[src/rtl/keypad_pkg.sv]
// Shared constants and frame-class encoding for the keypad scanner.
// A class is {valid, multi, code}: valid marks a single key, multi marks ghosting.
package keypad_pkg;
    localparam int NUM_ROWS   = 4;
    localparam int NUM_COLS   = 4;
    localparam int CODE_W     = 4;
    localparam int CLS_W      = CODE_W + 2;
    localparam int FRAME_BITS = NUM_ROWS * NUM_COLS;

    typedef logic [CLS_W-1:0] cls_t;

    localparam cls_t CLS_NONE  = 6'b00_0000;
    localparam cls_t CLS_MULTI = 6'b01_0000;

    function automatic cls_t cls_key(input logic [CODE_W-1:0] code);
        return {1'b1, 1'b0, code};
    endfunction

    function automatic logic cls_is_key(input cls_t cls);
        return cls[CLS_W-1] & ~cls[CLS_W-2];
    endfunction
endpackage

[src/rtl/keypad_debounce.sv]
// Frame-stable filter: a class must repeat for FRAMES consecutive evaluations
// before it replaces the committed class. Commit and classes are combinational at i_eval.
module keypad_debounce
    import keypad_pkg::*;
#(
    parameter int FRAMES = 5
) (
    input  logic s_clk,
    input  logic s_rst_n,
    input  logic i_eval,
    input  cls_t i_cls,
    output logic o_commit,
    output cls_t o_prev_cls,
    output cls_t o_new_cls
);
    localparam int CNT_W = $clog2(FRAMES + 1);

    logic [CNT_W-1:0] r_stable_cnt;
    logic [CNT_W-1:0] w_cnt_next;
    cls_t             r_cand;
    cls_t             r_committed;
    cls_t             w_cand_next;

    always_comb begin
        w_cand_next = r_cand;
        w_cnt_next  = r_stable_cnt;
        if (i_cls == r_cand) begin
            if (r_stable_cnt != CNT_W'(FRAMES))
                w_cnt_next = r_stable_cnt + CNT_W'(1);
        end else begin
            w_cand_next = i_cls;
            w_cnt_next  = CNT_W'(1);
        end
    end

    assign o_commit   = i_eval && (w_cnt_next == CNT_W'(FRAMES)) && (w_cand_next != r_committed);
    assign o_prev_cls = r_committed;
    assign o_new_cls  = w_cand_next;

    always_ff @(posedge s_clk or negedge s_rst_n) begin
        if (!s_rst_n) begin
            r_stable_cnt <= '0;
            r_cand       <= CLS_NONE;
            r_committed  <= CLS_NONE;
        end else if (i_eval) begin
            r_stable_cnt <= w_cnt_next;
            r_cand       <= w_cand_next;
            if (o_commit)
                r_committed <= w_cand_next;
        end
    end
endmodule

[src/rtl/keypad_sel_scan.sv]
// 4x4 active-low keypad scanner: column walk, row synchroniser, frame classifier
// and debounced press strobe driving the music-select data_sel/data_sel_en pair.
module keypad_sel_scan
    import keypad_pkg::*;
#(
    parameter int SCAN_CYC        = 50_000,
    parameter int DEBOUNCE_FRAMES = 5
) (
    input  logic                s_clk,
    input  logic                s_rst_n,
    input  logic [NUM_ROWS-1:0] key_row_i,
    output logic [NUM_COLS-1:0] key_col_o,
    output logic [CODE_W-1:0]   data_sel,
    output logic                data_sel_en,
    output logic                key_held
);
    localparam int DW_W = $clog2(SCAN_CYC);

    logic [NUM_ROWS-1:0]   r_row_meta;
    logic [NUM_ROWS-1:0]   r_row_sync;
    logic [NUM_ROWS-1:0]   w_row_act;
    logic [DW_W-1:0]       r_dwell;
    logic [1:0]            r_col_idx;
    logic [FRAME_BITS-1:0] r_frame;
    logic [FRAME_BITS-1:0] w_frame;
    logic                  w_last_dwell;
    logic                  w_frame_end;
    logic [4:0]            w_pop;
    logic [CODE_W-1:0]     w_idx;
    cls_t                  w_cls;
    logic                  w_commit;
    cls_t                  w_prev_cls;
    cls_t                  w_new_cls;

    // Synchroniser resets to "no row pulled low".
    always_ff @(posedge s_clk or negedge s_rst_n) begin
        if (!s_rst_n) begin
            r_row_meta <= '1;
            r_row_sync <= '1;
        end else begin
            r_row_meta <= key_row_i;
            r_row_sync <= r_row_meta;
        end
    end

    assign w_row_act    = ~r_row_sync;
    assign w_last_dwell = (r_dwell == DW_W'(SCAN_CYC - 1));
    assign w_frame_end  = w_last_dwell && (r_col_idx == 2'd3);
    assign key_col_o    = ~(NUM_COLS'(1) << r_col_idx);

    always_ff @(posedge s_clk or negedge s_rst_n) begin
        if (!s_rst_n) begin
            r_dwell   <= '0;
            r_col_idx <= '0;
            r_frame   <= '0;
        end else if (w_last_dwell) begin
            r_dwell   <= '0;
            r_col_idx <= r_col_idx + 2'd1;
            r_frame   <= w_frame;
        end else begin
            r_dwell <= r_dwell + DW_W'(1);
        end
    end

    // Bit index row*NUM_COLS+col equals the key code; the current column is merged
    // in so the classifier sees the complete frame on col 3's last cycle.
    always_comb begin
        w_frame = r_frame;
        for (int r = 0; r < NUM_ROWS; r++)
            for (int c = 0; c < NUM_COLS; c++)
                if (2'(c) == r_col_idx)
                    w_frame[r*NUM_COLS+c] = w_row_act[r];
    end

    always_comb begin
        w_pop = '0;
        w_idx = '0;
        for (int i = 0; i < FRAME_BITS; i++) begin
            if (w_frame[i]) begin
                w_pop = w_pop + 5'd1;
                w_idx = CODE_W'(i);
            end
        end
        if (w_pop == 5'd0)
            w_cls = CLS_NONE;
        else if (w_pop == 5'd1)
            w_cls = cls_key(w_idx);
        else
            w_cls = CLS_MULTI;
    end

    keypad_debounce #(
        .FRAMES (DEBOUNCE_FRAMES)
    ) u_debounce (
        .s_clk      (s_clk),
        .s_rst_n    (s_rst_n),
        .i_eval     (w_frame_end),
        .i_cls      (w_cls),
        .o_commit   (w_commit),
        .o_prev_cls (w_prev_cls),
        .o_new_cls  (w_new_cls)
    );

    // Only a NONE -> KEY commit strobes; roll-over and ghosting stay silent.
    always_ff @(posedge s_clk or negedge s_rst_n) begin
        if (!s_rst_n) begin
            data_sel    <= '0;
            data_sel_en <= 1'b0;
            key_held    <= 1'b0;
        end else begin
            data_sel_en <= 1'b0;
            if (w_commit) begin
                key_held <= cls_is_key(w_new_cls);
                if ((w_prev_cls == CLS_NONE) && cls_is_key(w_new_cls)) begin
                    data_sel    <= w_new_cls[CODE_W-1:0];
                    data_sel_en <= 1'b1;
                end
            end
        end
    end
endmodule

[config.mk]
export PLATFORM = sky130hd
export DESIGN_NAME = keypad_sel_scan
export DESIGN_NICKNAME = d
export VERILOG_FILES = /design/src/rtl/keypad_pkg.sv /design/src/rtl/keypad_debounce.sv /design/src/rtl/keypad_sel_scan.sv
export SDC_FILE = /design/constraint.sdc
export NUM_CORES = 1
export LEC_CHECK = 0
export CAP_MARGIN = 20
export CORE_MARGIN = 2
export CORE_UTILIZATION = 35
export CTS_BUF_LIST = sky130_fd_sc_hd__clkbuf_4
export DETAILED_ROUTE_END_ITERATION = 16
export PLACE_DENSITY = 0.52
export SLEW_MARGIN = 10
export SYNTH_ARGS = -nofsm -noshare
export SYNTH_HDL_FRONTEND = slang
export SYNTH_HIERARCHICAL = 1
export SYNTH_SLANG_ARGS = --single-unit
[constraint.sdc]
create_clock -name s_clk -period 12.6 [get_ports s_clk]
set_clock_uncertainty 0.1 [all_clocks]
set_input_delay 2.52 -clock s_clk [delete_from_list [all_inputs] [get_ports s_clk]]
set_output_delay 2.52 -clock s_clk [all_outputs]
set_load 0.01 [all_outputs]
Word level (Yosys, flattened, before mapping)
Cells that the tools add are included.
{"block": "totals", "reg_bits": 63, "in_bits": 6, "wordCells": 108}
{"block": "op_classes", "addsub": 18, "n_eq_ne": 10, "n_shift": 1, "n_mux": 55, "bitwise_logic": 4, "reduce_logical": 9}
{"op": "adder 5 x 1 -> 5 bit (second input constant)", "count": 15}
{"op": "2-to-1 mux 5 bit", "count": 15}
{"op": "2-to-1 mux 4 bit", "count": 14}
{"op": "2-to-1 mux 1 bit", "count": 20}
{"op": "2-to-1 mux 6 bit", "count": 3}
{"op": "adder 16 x 1 -> 16 bit (second input constant)", "count": 1}
{"op": "equality test 16 bit (second input constant)", "count": 1}
{"op": "2-to-1 mux 16 bit", "count": 1}
{"op": "inverter 4 bit", "count": 2}
{"op": "equality test 6 bit", "count": 1}
{"op": "zero test 6 bit", "count": 1}
{"op": "2-to-1 mux 3 bit", "count": 2}
{"op": "!= test 6 bit", "count": 1}
{"op": "equality test 5 x 1 -> 1 bit (second input constant)", "count": 1}
{"op": "zero test 5 bit", "count": 1}
{"op": "equality test 2 bit (first input constant)", "count": 2}
{"op": "logical AND 1 bit", "count": 4}
{"op": "AND reduction 2 bit", "count": 2}
{"op": "<< shifter 1 x 2 -> 4 bit (first input constant)", "count": 1}
{"op": "adder 3 x 1 -> 3 bit (second input constant)", "count": 1}
{"op": "equality test 3 bit (second input constant)", "count": 1}
{"op": "!= test 3 bit (second input constant)", "count": 1}
{"op": "adder 2 x 1 -> 2 bit (second input constant)", "count": 1}
{"op": "equality test 1 x 2 -> 1 bit (first input constant)", "count": 1}
{"op": "4 further kinds", "count": 4}

Depth between registers and ports, before layout
Gate-level depths: netlist of run 1.
{"block": "logic_depth", "depth_word": 43, "mapped_depth": 64, "depth_no_buf": 63}

Modules after synthesis
The synthesis of run 1 kept the hierarchy.
{"module": "keypad_sel_scan", "instances": 1, "cells_per_inst": 460, "area_each_um2": 4077.7, "seq_area_each_um2": 1211.2}
{"module": "keypad_debounce", "instances": 1, "cells_per_inst": 73, "area_each_um2": 830.8, "seq_area_each_um2": 375.4}

Least setup slack after synthesis of run 1
No wires, ideal clock.
{"block": "synth_timing", "path_type": "reg2reg", "start": "reg r_col_idx[1]", "end": "reg data_sel[0]", "setup_ns": 0.065, "arrival_ns": 10.978, "required_ns": 12.435, "path_slack_ns": 1.457, "path_stages_with_launch": 65, "synth_period_minus_slack_ns": 11.143, "path_cell_list": "dfrtp_1 -> inv_1 -> ha_1 -> buf_2 -> inv_2 -> mux2i_1 -> inv_1 -> ha_1 -> and3b_4 -> nor2_1 -> ha_1 -> o21ai_0 -> nand2_1 -> ha_1 -> nor2_1 -> nor2_1 -> ha_1 -> nand2_1 -> [... 29 more ...] -> nand2_1 -> ha_1 -> xnor2_1 -> nand2_1 -> mux2_2 -> nor2_2 -> nand3_1 -> o21ai_0 -> xnor2_1 -> nand4_1 -> nor3_4 -> and3_2 -> and2_1 -> nand3b_1 -> or4_1 -> inv_1 -> nand2_1 -> nand2_1"}
{"element": "start, declared", "line_no": "keypad_sel_scan.sv:23", "source": "logic [1:0] r_col_idx;"}
{"element": "start signal, assigned", "line_no": "keypad_sel_scan.sv:58", "source": "r_col_idx <= r_col_idx + 2'd1;"}
{"element": "equality test 1 x 2 -> 1 bit *", "line_no": "keypad_sel_scan.sv:71", "source": "if (2'(c) == r_col_idx)"}
{"element": "2-to-1 mux 1 bit *", "line_no": "keypad_sel_scan.sv:71"}
{"element": "net w_frame[1]", "line_no": "keypad_sel_scan.sv:25", "source": "logic [FRAME_BITS-1:0] w_frame;"}
{"element": "2-to-1 mux 5 bit *", "line_no": "keypad_sel_scan.sv:79", "source": "if (w_frame[i]) begin"}
{"element": "adder 5 x 1 -> 5 bit", "line_no": "keypad_sel_scan.sv:80", "source": "w_pop = w_pop + 5'd1;"}
{"element": "2-to-1 mux 5 bit *", "line_no": "keypad_sel_scan.sv:79"}
{"element": "adder 5 x 1 -> 5 bit", "line_no": "keypad_sel_scan.sv:80"}
{"element": "2-to-1 mux 5 bit *", "line_no": "keypad_sel_scan.sv:79"}
{"element": "[... 27 more ...]"}
{"element": "net w_cls[2]", "line_no": "keypad_sel_scan.sv:30", "source": "cls_t w_cls;"}
{"element": "equality test 6 bit", "line_no": "keypad_debounce.sv:27", "source": "if (i_cls == r_cand) begin"}
{"element": "2-to-1 mux 3 bit", "line_no": "keypad_debounce.sv:27"}
{"element": "equality test 3 bit", "line_no": "keypad_debounce.sv:36", "source": "assign o_commit = i_eval && (w_cnt_next == CNT_W'(FRAMES)) && (w_cand_next != r_committed);"}
{"element": "logical AND 1 bit", "line_no": "keypad_debounce.sv:36"}
{"element": "logical AND 1 bit *", "line_no": "keypad_debounce.sv:36"}
{"element": "net w_commit", "line_no": "keypad_sel_scan.sv:31", "source": "logic w_commit;"}
{"element": "AND reduction 2 bit (no source line) *"}
{"element": "end signal, assigned", "line_no": "keypad_sel_scan.sv:115", "source": "data_sel <= w_new_cls[CODE_W-1:0];"}
{"element": "end, declared", "line_no": "keypad_sel_scan.sv:13", "source": "output logic [CODE_W-1:0] data_sel,"}
Mark *: on every way through the listed nets, which the timed path passes. The rest lies on a longest branch.
A chain may end at the register's enable or synchronous reset.

Worst setup path after layout of run 1
{"block": "layout_timing", "start": "reg r_col_idx[0]", "end": "reg data_sel[3]"}
Same word-level chain as after synthesis.

==> summary.txt, run 1 <==
Status
  – Outcome: completed

Logic synthesis
  – Post-Synthesis Mean Instance Area: 9.21 sq um
  – Adder-cell share of the synthesized area: 0.0561
  – Synth warn: 6
  – Mapped cell area: 0.00491 sq mm
  – Async SR Flop Fraction: 1.00
  – Simple-Gate Fraction of Synth Area: 0.223
  – Compound-gate portion of the synthesized area: 0.128
  – Seq/Total Area, Yosys: 0.323
  – Post-synthesis mux area share: 0.0821
  – Synth Instances: 533
  – Xor/xnor share of the synthesized area: 0.156
  – Main combinational cell family by area after synthesis: simple AND/OR/NAND/NOR gates
  – FF+latch count, synth: 63
  – Yosys cell types: 84
  – Dominant synthesized flop cell: dfrtp_1
  – Post-synth EDFFs: 0
  – Mapped Nets: 561

Die
  – FP Rows: 43
  – Core area: 0.0138 sq mm
  – Die height: 122 microns
  – Die footprint: 0.0150 sq mm
  – Top Ports: 16
  – Starting Density: 0.356
  – Chip width: 122 microns

Finish
  – Ratio of cells with drive above 1 in the final layout: 0.183
  – Nets@finish: 581
  – Area growth syn-to-layout: 12.6%
  – Post-Layout Cell Count: 739

Critical path
  – Slowest cell delay on critical path: 0.53 ns
  – Critical path class: register to register
  – Most used cell, CP: ha_1
  – Max Fanout on Critical Path: 8
  – Critical path launch point type: register
  – WP data required: 12.86 ns
  – CP bufs+invs: 6
  – Top Family by Delay on Critical Path: adder cells
  – Setup crit end kind: register
  – Critical path depth: 62
  – Crit path arrival time: 11.88 ns
  – Worst path slowest cell: or4_4
  – Reg2reg path depth: 62

Timing
  – Hold violation count in the final report: 0
  – Post-Route Setup TNS: 0 ns
  – Max Slew Vio Count: 0
  – Final period utilization: 0.922
  – Hold WS: 0.261 ns
  – Tmin final: 11.62 ns
  – Slew headroom: 0.331
  – Worst Max-Slew Pin Slew: 1.00 ns
  – Unrepaired setup endpoints after global routing: no
  – Final setup viols: 0
  – Fmax: 0.0861 GHz

GRT
  – First-pass GRT wire length: 18.0 mm
  – Vias in the first global route: 3,677
  – Largest net degree at the start of global routing: 64
  – Initial antenna violation count: 0
  – GRT Util Overall: 0.150
  – Grt ovf: 0

Routing
  – Met2 Wirelength: 4.75 mm
  – Uppermost layer routed: met4
  – Drt initial violations: 182
  – Via/cell ratio: 5.13
  – Routed len/inst: 14.3 microns
  – DRC viols: 0
  – DR WL met3: 239 microns
  – TritonRoute pass-1 iters: 4
  – Drt total wl: 10.6 mm
  – Post-route ant nets: 0
  – Total number of vias: 3,790
  – Routed metal-1 wirelength: 5.45 mm

Clock network
  – Clock slew at reported path FFs: 0.11 ns
  – H-tree depth: 3
  – Total CTS buffers: 9
  – Skew-Pair Late Insertion Delay: 0.41 ns
  – Longest Clk Path Bufs: 2
  – Clock root cell: clkbuf_4
  – CTS tree: yes
  – # clock sinks: 63

Pwr
  – Maximum VDD drop: 0.0518 mV
  – Power Total: 0.440 mW
  – Leak Pwr: 2.38 nW
  – Cell Pwr Density: 79.7 mW/mm^2

Place
  – HPWL after DPL: 7.78 mm
  – Port bufs: 15
  – DP Cell Count: 717
  – RD Place Congestion: 0.849

Min path
  – Hold path cells: 0
  – HP Class: register to register

Flow run
  – MaxCap Viol Count: 0
-- cell families (layout without fill, tap and decap cells) --
| logic type | count (synthesis) | after routing |
|---|---|---|
| flip-flops | 63 | 63 |
| multiplexers | 37 | 37 |
| buffers and inverters | 37 | 62 |
| XOR/XNOR | 75 | 75 |
| AO/OA/AOI/OAI | 95 | 95 |
| AND/OR/NAND/NOR | 204 | 204 |
| other | 0 | 1 |
| adder cells (fa/ha/maj) | 22 | 22 |
-- per-layer routing --
layer	vias to the layer above	track usage
li1	1923	-
met1	1807	0.219
met2	47	0.227
met3	13	0.0237
met4	0	0.0474
met5	-	0
-- Yosys cell counts, types with 5 or more instances --
master	n	area (sq um)
nand2_1	73	274
nor2_1	32	120
mux2i_1	14	140
and3_1	6	37.5
or4_1	5	37.5
xnor2_2	5	81.3
dfstp_2	8	210
a21oi_1	13	65.1
and2_1	5	31.3
ha_1	22	275
xnor2_1	43	377
dfrtp_1	55	1380
inv_1	16	60.1
mux2_2	19	214
clkbuf_1	14	52.6
nor2b_1	6	37.5
nand3_1	15	75.1
nor4_1	5	31.3
nand2b_1	5	31.3
xor2_1	22	193
nand4_1	8	50.1
o21ai_0	34	170
nor3_1	10	50.1
-- repair_timing --
item	in CTS	in global routing
endpoints found under the setup margin	0	9
setup buffers	0	5
resized for setup	0	15
hold buffers	0	0
-- where the power goes --
part	leakage (nW)	switching [mW]	internal [mW]
logic	1.45	0.0414	0.0328
clock network	0.0913	0.0740	0.0867
registers	0.838	0.00117	0.204
-- cell usage in the layout (no fill, tap or decap), types with 5 or more instances in the layout --
master	instances
nand2_1	73
nor2_1	32
xor2_1	22
a21oi_1	13
mux2_2	19
clkdlybuf4s50_1	14
xnor2_1	43
nand3_1	15
inv_1	16
clkbuf_4	12
nand4_1	8
o21ai_0	34
ha_1	20
dfstp_2	8
nor2b_1	6
mux2i_1	11
nand2b_1	5
nor3_1	10
dfrtp_1	55
xnor2_2	5
buf_4	12
and3_1	6
and2_1	5
-- state kept, by name (all words and copies together) (netlist names) --
| name | cells |
|---|---|
| key_held | 1 |
| r_frame | 16 |
| r_row_sync | 4 |
| u_debounce/o_prev_cls | 6 |
| r_dwell | 16 |
| u_debounce/r_stable_cnt | 3 |
| data_sel_en | 1 |
| r_col_idx | 2 |
| data_sel | 4 |
| r_row_meta | 4 |
| u_debounce/r_cand | 6 |
-- cell type report --
class                           count  area, sq um
Antenna cell                        1         2.50
Clock buffer                       12         90.1
Clock inverter                      4         70.1
Fill cell                        1399         8250
Inverter                           19         76.3
Multi-Input combinational cell    433         3240
Sequential cell                    63         1590
Tap cell                          180          225
Timing Repair Buffer               27          235
-- per-stage QoR --
step	utilization	worst slack, ns	instance area, sq um
6_report	0.401	0.985	5530
5_1_grt	0.401	0.00278	5520
3_5_place_dp	0.382	0.417	5260
3_3_place_gp	0.382	0.760	5260
2_1_floorplan	-	1.46	4910
4_1_cts	0.393	0.382	5420
-- final timing paths --
path / slack, ns / from / endpoint
min in group asynchronous: 2.15 / s_rst_n / data_sel_en
max in group asynchronous: 9.68 / s_rst_n / r_dwell[4]
worst max register to register: 0.98 / r_col_idx[0] / data_sel[3]
worst min-delay path: 0.26 / r_row_meta[3] / r_row_sync[3]
worst min register to register: 0.26 / r_row_meta[3] / r_row_sync[3]
worst max-delay path: 0.98 / r_col_idx[0] / data_sel[3]
No activity file was read; power rests on OpenSTA's default activity.
==> run 2: changes to the inputs <==
--- a/config.mk
+++ b/config.mk
@@ -16,3 +16,4 @@
 export SYNTH_HDL_FRONTEND = slang
 export SYNTH_HIERARCHICAL = 1
 export SYNTH_SLANG_ARGS = --single-unit
+export TNS_END_PERCENT = 1
==> results of run 2 <==
No change in the layout: final DEF, timing and power equal those of run 1.
==> run 3: changes to the inputs <==
--- a/config.mk
+++ b/config.mk
@@ -9,6 +9,7 @@
 export CORE_MARGIN = 2
 export CORE_UTILIZATION = 35
 export CTS_BUF_LIST = sky130_fd_sc_hd__clkbuf_4
+export CTS_CLUSTER_DIAMETER = 30
 export DETAILED_ROUTE_END_ITERATION = 16
 export PLACE_DENSITY = 0.52
 export SLEW_MARGIN = 10
==> results of run 3 <==
No change in the layout: final DEF, timing and power equal those of run 1.
